**src/rtl/reset_ce_gen_pkg.sv**
```systemverilog
// rtl/reset_ce_gen_pkg.sv - state type, counter-width helper and RST_COUNT width for reset_ce_gen
package reset_ce_pkg;

    typedef enum logic [1:0] {
        RESET = 2'd0,
        HOLD  = 2'd1,
        RUN   = 2'd2
    } state_e;

    localparam int RST_COUNT_W = 8;

    // Bits needed for a counter running 0..n-1, never less than one.
    function automatic int cnt_width(input int n);
        return (n > 1) ? $clog2(n) : 1;
    endfunction

endpackage

```
**src/rtl/reset_ce_gen_if.sv**
```systemverilog
// rtl/reset_ce_gen_if.sv - soft-reset request in, SR_OUT/CE_OUT/READY out; RST_COUNT when RESET_CNT_EN
interface reset_ce_gen_if;
    import reset_ce_pkg::*;

    logic RST_REQ;
    logic SR_OUT;
    logic CE_OUT;
    logic READY;
`ifdef RESET_CNT_EN
    logic [RST_COUNT_W-1:0] RST_COUNT;

    modport master (input RST_REQ, output SR_OUT, output CE_OUT, output READY, output RST_COUNT);
    modport slave  (output RST_REQ, input SR_OUT, input CE_OUT, input READY, input RST_COUNT);
`else
    modport master (input RST_REQ, output SR_OUT, output CE_OUT, output READY);
    modport slave  (output RST_REQ, input SR_OUT, input CE_OUT, input READY);
`endif

endinterface

```
**src/rtl/reset_ce_gen_sync.sv**
```systemverilog
// rtl/reset_ce_gen_sync.sv - async-assert / sync-deassert reset synchroniser chain
module reset_sync #(
    parameter int SYNC_STAGES = 2
) (
    input  logic CK,
    input  logic SR,
    output logic SYNC_SR
);

    logic [SYNC_STAGES-1:0] chain_q;
    logic [SYNC_STAGES-1:0] chain_d;

    always_comb begin
        chain_d = {chain_q[SYNC_STAGES-2:0], 1'b0};
    end

    always_ff @(posedge CK or posedge SR) begin
        if (SR) begin
            chain_q <= '1;
        end else begin
            chain_q <= chain_d;
        end
    end

    assign SYNC_SR = chain_q[SYNC_STAGES-1];

endmodule

```
**src/rtl/reset_ce_gen.sv**
```systemverilog
// rtl/reset_ce_gen.sv - reset release sequencer and CE strobe divider; RESET_CNT_EN adds RST_COUNT
module reset_ce_gen
    import reset_ce_pkg::*;
#(
    parameter int SYNC_STAGES = 2,
    parameter int HOLD_CYCLES = 16,
    parameter int CE_DIV      = 4
) (
    input  logic           CK,
    input  logic           SR,
    reset_ce_gen_if.master bus
);

    localparam int HW = cnt_width(HOLD_CYCLES);
    localparam int DW = cnt_width(CE_DIV);
    localparam logic [HW-1:0] HOLD_LAST = HW'(HOLD_CYCLES - 1);
    localparam logic [DW-1:0] DIV_LAST  = DW'(CE_DIV - 1);

    generate
        if (SYNC_STAGES < 2) begin : g_bad_sync
            $error("reset_ce_gen: SYNC_STAGES must be >= 2");
        end
        if (HOLD_CYCLES < 1) begin : g_bad_hold
            $error("reset_ce_gen: HOLD_CYCLES must be >= 1");
        end
        if (CE_DIV < 1) begin : g_bad_div
            $error("reset_ce_gen: CE_DIV must be >= 1");
        end
    endgenerate

    logic sync_sr;

    reset_sync #(.SYNC_STAGES(SYNC_STAGES)) u_sync (
        .CK      (CK),
        .SR      (SR),
        .SYNC_SR (sync_sr)
    );

    state_e          state_q, state_d;
    logic [HW-1:0]   hold_q, hold_d;
    logic [DW-1:0]   div_q, div_d;
    logic            sr_out_q, sr_out_d;
    logic            ce_q, ce_d;
    logic            ready_q, ready_d;

    always_comb begin
        state_d = state_q;
        hold_d  = hold_q;
        unique case (state_q)
            RESET: begin
                // The edge that sees the chain release already counts as the first hold cycle.
                if (!sync_sr) begin
                    if (HOLD_CYCLES == 1) begin
                        state_d = RUN;
                    end else begin
                        state_d = HOLD;
                        hold_d  = HW'(1);
                    end
                end
            end
            HOLD: begin
                if (hold_q == HOLD_LAST) begin
                    state_d = RUN;
                    hold_d  = '0;
                end else begin
                    hold_d = hold_q + HW'(1);
                end
            end
            RUN: begin
                state_d = RUN;
            end
            default: begin
                state_d = RESET;
                hold_d  = '0;
            end
        endcase
        if (bus.RST_REQ) begin
            state_d = HOLD;
            hold_d  = '0;
        end

        div_d = '0;
        if (state_q == RUN && state_d == RUN) begin
            div_d = (div_q == DIV_LAST) ? '0 : div_q + DW'(1);
        end
        ce_d     = (state_q == RUN) && (state_d == RUN) && (div_q == DIV_LAST);
        sr_out_d = (state_d != RUN);
        ready_d  = (state_d == RUN);
    end

    always_ff @(posedge CK or posedge SR) begin
        if (SR) begin
            state_q  <= RESET;
            hold_q   <= '0;
            div_q    <= '0;
            sr_out_q <= 1'b1;
            ce_q     <= 1'b0;
            ready_q  <= 1'b0;
        end else begin
            state_q  <= state_d;
            hold_q   <= hold_d;
            div_q    <= div_d;
            sr_out_q <= sr_out_d;
            ce_q     <= ce_d;
            ready_q  <= ready_d;
        end
    end

    assign bus.SR_OUT = sr_out_q;
    assign bus.CE_OUT = ce_q;
    assign bus.READY  = ready_q;

`ifdef RESET_CNT_EN
    logic [RST_COUNT_W-1:0] rst_cnt_q, rst_cnt_d;
    logic                   hold_entry;

    always_comb begin
        hold_entry = ((state_q == RESET) && (state_d != RESET)) ||
                     (bus.RST_REQ && (state_q == RUN));
        rst_cnt_d  = rst_cnt_q;
        if (hold_entry && (rst_cnt_q != '1)) begin
            rst_cnt_d = rst_cnt_q + RST_COUNT_W'(1);
        end
    end

    always_ff @(posedge CK or posedge SR) begin
        if (SR) begin
            rst_cnt_q <= '0;
        end else begin
            rst_cnt_q <= rst_cnt_d;
        end
    end

    assign bus.RST_COUNT = rst_cnt_q;
`endif

endmodule

```
**src/flat_wrapper.sv**
```systemverilog
// flat-port wrapper written by rule: the top's interface ports become plain ports
module reset_ce_gen_flat import reset_ce_pkg::*;
#(
    parameter int SYNC_STAGES = 2,
    parameter int HOLD_CYCLES = 16,
    parameter int CE_DIV      = 4
)
  (CK, SR, bus_RST_REQ, bus_SR_OUT, bus_CE_OUT, bus_READY);
  reset_ce_gen_if bus_i ();
  input  logic CK;
  input  logic SR;
  input wire logic [$bits(bus_i.RST_REQ)-1:0] bus_RST_REQ;
  output wire logic [$bits(bus_i.SR_OUT)-1:0] bus_SR_OUT;
  output wire logic [$bits(bus_i.CE_OUT)-1:0] bus_CE_OUT;
  output wire logic [$bits(bus_i.READY)-1:0] bus_READY;
  assign bus_i.RST_REQ = bus_RST_REQ;
  assign bus_SR_OUT = bus_i.SR_OUT;
  assign bus_CE_OUT = bus_i.CE_OUT;
  assign bus_READY = bus_i.READY;
  reset_ce_gen #(.SYNC_STAGES(SYNC_STAGES), .HOLD_CYCLES(HOLD_CYCLES), .CE_DIV(CE_DIV)) u_core (.CK(CK), .SR(SR), .bus(bus_i));
endmodule
```
**config.mk**
```make
export PLATFORM = sky130hd
export DESIGN_NAME = reset_ce_gen_flat
export DESIGN_NICKNAME = d
export VERILOG_FILES = /design/src/rtl/reset_ce_gen_pkg.sv /design/src/rtl/reset_ce_gen_if.sv /design/src/rtl/reset_ce_gen_sync.sv /design/src/rtl/reset_ce_gen.sv /design/src/flat_wrapper.sv
export SDC_FILE = /design/constraint.sdc
export NUM_CORES = 1
export LEC_CHECK = 0
export ABC_AREA = 0
export CELL_PAD_IN_SITES_DETAIL_PLACEMENT = 1
export CELL_PAD_IN_SITES_GLOBAL_PLACEMENT = 2
export CORE_ASPECT_RATIO = 0.9
export CORE_MARGIN = 1
export CORE_UTILIZATION = 37
export CTS_CLUSTER_DIAMETER = 30
export DETAILED_ROUTE_END_ITERATION = 8
export PLACE_DENSITY_LB_ADDON = 0.05
export SKIP_CTS_REPAIR_TIMING = 1
export SLEW_MARGIN = 20
export SYNTH_ARGS = -nofsm -noshare
export SYNTH_HDL_FRONTEND = slang
export SYNTH_SLANG_ARGS = --single-unit
```
**constraint.sdc**
```tcl
create_clock -name CK -period 3.4 [get_ports CK]
set_input_delay 1.02 -clock CK [delete_from_list [all_inputs] [get_ports CK]]
set_output_delay 1.02 -clock CK [all_outputs]
set_load 0.1 [all_outputs]
```
==> run metrics <==
skew final 0.00128 ns; CP Data Required Time 3.59 ns; CTS sink count 13; Yosys reg bits 13; crit path time final 2.20 ns; maximum vdd drop 0.000197 V; antenna violations before repair 0; Hold EP u_core.u_sync.chain_q[1]; Mean Syn Cell Area 11.7 µm²; crit share post-route 64.7%; Cell variety after synth 24; Yosys top cell by area dfrtp_1; Cell Chain, Critical Path clkdlybuf4s50_1, or3b_1, o32a_1, mux2i_1; R2R cell count 4; power consumption 0.272 mW; Setup crit end kind flop; DRC 0; CTS root buffer clkbuf_4; Seq/Total Area, Yosys 58.6%; Inst Count DP 66; Total GRT Usage 15.4%; CTS buffer count 3; Core Region 1320 µm²; run status finished, final reports clean; HP Start u_core.u_sync.chain_q[0]; max frequency 0.455 GHz; Buf+Inv Stages, Crit Path 1; Synth area leaders dfrtp_1 45%, dfstp_2 14%, ha_1 4.5%; worst path arrival time 2.39 ns; nets 62; R2R setup slack 2.02 ns; die height 39.0 µm; DPL Wire Length 785 µm; most common cell after layout, fill and taps aside dfrtp_1; share of the synthesized area in the top cell type 44.5%; Buffers on Ports 5; GPL Wtd Cong 0.857; CTS tree built; Detail Route Antenna Nets 0; startpoint type of the worst setup path primary input; Critical R2R Launch u_core.hold_q[0]; number of H-tree levels 1; RSZ-0062 raised after global routing false; global-route wire length before repair 1.76 mm; routed length per instance 14.7 µm; Hold Vio Cnt, Final 0; vias per cell 5.44; synthesized cell area 562 µm²; cell at the slowest stage of the critical path clkdlybuf4s50_1; peak fanout along the critical path 11; Die Area 1680 µm²; clk_lat worst skew 0.27 ns; Min Hold Slack 0.364 ns; Finished Core Util 48.7%; layout cell share with drive strength beyond 1 17.9%; Ys Warns 0; Gate Count Post-Synth 48; GR Overflow Total 0; r2r endpoint u_core.hold_q[0]; Final TNS setup 0 ns; hold depth 0; row cnt 12; DR vias 381; Post-Layout Cell Count 70; worst min path class reg -> reg; critical path's top delay family buffers and inverters; clk slew on worst S/H paths 0.08 ns; critical path class in -> reg; clock buffer depth 2; number of global-route vias before repair 390; WL final 1.03 mm; Chip Width 43.1 µm; ANT cells 0; slowest stage delay, CP 0.59 ns; Iteration-0 DRC Markers 2; Starting Density 42.5%; Leak 0.318 nW; Layout area overhead 14.5%; syn_nets 53; max-cap violation count 0; pwr dens 423 nW/µm²; max-slew violation count 0; largest net degree at the start of global routing 14; Ports 6; Pre-antenna DRT Iters 4; final setup vio count 0
registers in the layout (all words and copies together), names as in the netlist:
register and flops:
u_core.bus.SR_OUT 1, u_core.div_q 2, u_core.u_sync.chain_q 2, u_core.bus.READY 1
u_core.hold_q 4, u_core.bus.CE_OUT 1, u_core.state_q 2
per-stage QoR:
step | instance area, µm² | worst slack [ns]
2_1_floorplan | 562 | 1.50
3_3_place_gp | 617 | 0.994
3_5_place_dp | 617 | 0.913
4_1_cts | 643 | 1.20
5_1_grt | 643 | 1.14
6_report | 643 | 1.20
logic make-up after synthesis:
family	count (synthesis)	synth area share, %
flip-flops	13	58.6
multiplexers	1	1.78
AND/OR/NAND/NOR	21	22.7
adder cells (fa/ha/maj)	2	4.45
other	1	0.668
AO/OA/AOI/OAI	8	10.2
buffers and inverters	2	1.56
cell usage after synthesis:
| library cell | n |
|---|---|
| buf_2 | 1 |
| inv_1 | 1 |
| dfrtp_1 | 10 |
| nor2_1 | 3 |
| a22o_1 | 1 |
| nor4_1 | 1 |
| a21oi_1 | 2 |
| mux2i_1 | 1 |
| a211o_1 | 1 |
| nand3_1 | 2 |
| and2_1 | 2 |
| nor3_1 | 2 |
| and4_1 | 1 |
| ha_1 | 2 |
| o21bai_1 | 2 |
| nand2b_1 | 3 |
| nor2b_1 | 2 |
| or3b_1 | 2 |
| nor3b_2 | 1 |
| o21ai_1 | 1 |
| dfstp_2 | 3 |
| nand2_1 | 2 |
| o32a_1 | 1 |
| conb_1 | 1 |
worst max path at each step:
stage	start	end	slack, ns	depth (start not counted)
after detailed placement	bus_RST_REQ	u_core.hold_q[2]	0.91	4
after global routing	bus_RST_REQ	u_core.hold_q[2]	1.14	4
final	bus_RST_REQ	u_core.hold_q[2]	1.20	4
after CTS	bus_RST_REQ	u_core.hold_q[2]	1.20	4
after floorplan	u_core.bus.CE_OUT	bus_CE_OUT	1.50	0
after global placement	bus_RST_REQ	u_core.hold_q[2]	0.99	4
report_power, final:
part | leakage [nW] | switching [mW] | internal [mW]
registers | 0.164 | 0.00354 | 0.160
logic | 0.139 | 0.00878 | 0.00702
clock network | 0.0150 | 0.0477 | 0.0454
total | 0.318 | 0.0600 | 0.212
cell type report:
| type | count | area, µm² |
|---|---|---|
| well taps | 14 | 17.5 |
| fillers | 145 | 678 |
| multi-input cells | 33 | 224 |
| repair buffers | 5 | 42.5 |
| flip-flops and latches | 13 | 329 |
| clock buffers | 4 | 26.3 |
| inverters | 1 | 3.75 |
worst reg2reg max path: stages, from the launching register on:
cell and delay [ns]:
dfrtp_1 0.42, ha_1 0.26, nand3_1 0.15, or3b_1 0.36
a21oi_1 0.12
routing by layer:
metal	vias up	routed length, µm	share of wire (%)	track usage, %
met5	-	0	0	0
met4	0	8	0.78	9.09
met3	2	34	3.3	4.21
met2	8	493	48	24.2
met1	184	490	48	19.2
li1	187	-	-	-
Power figures use the tool's default switching activity.
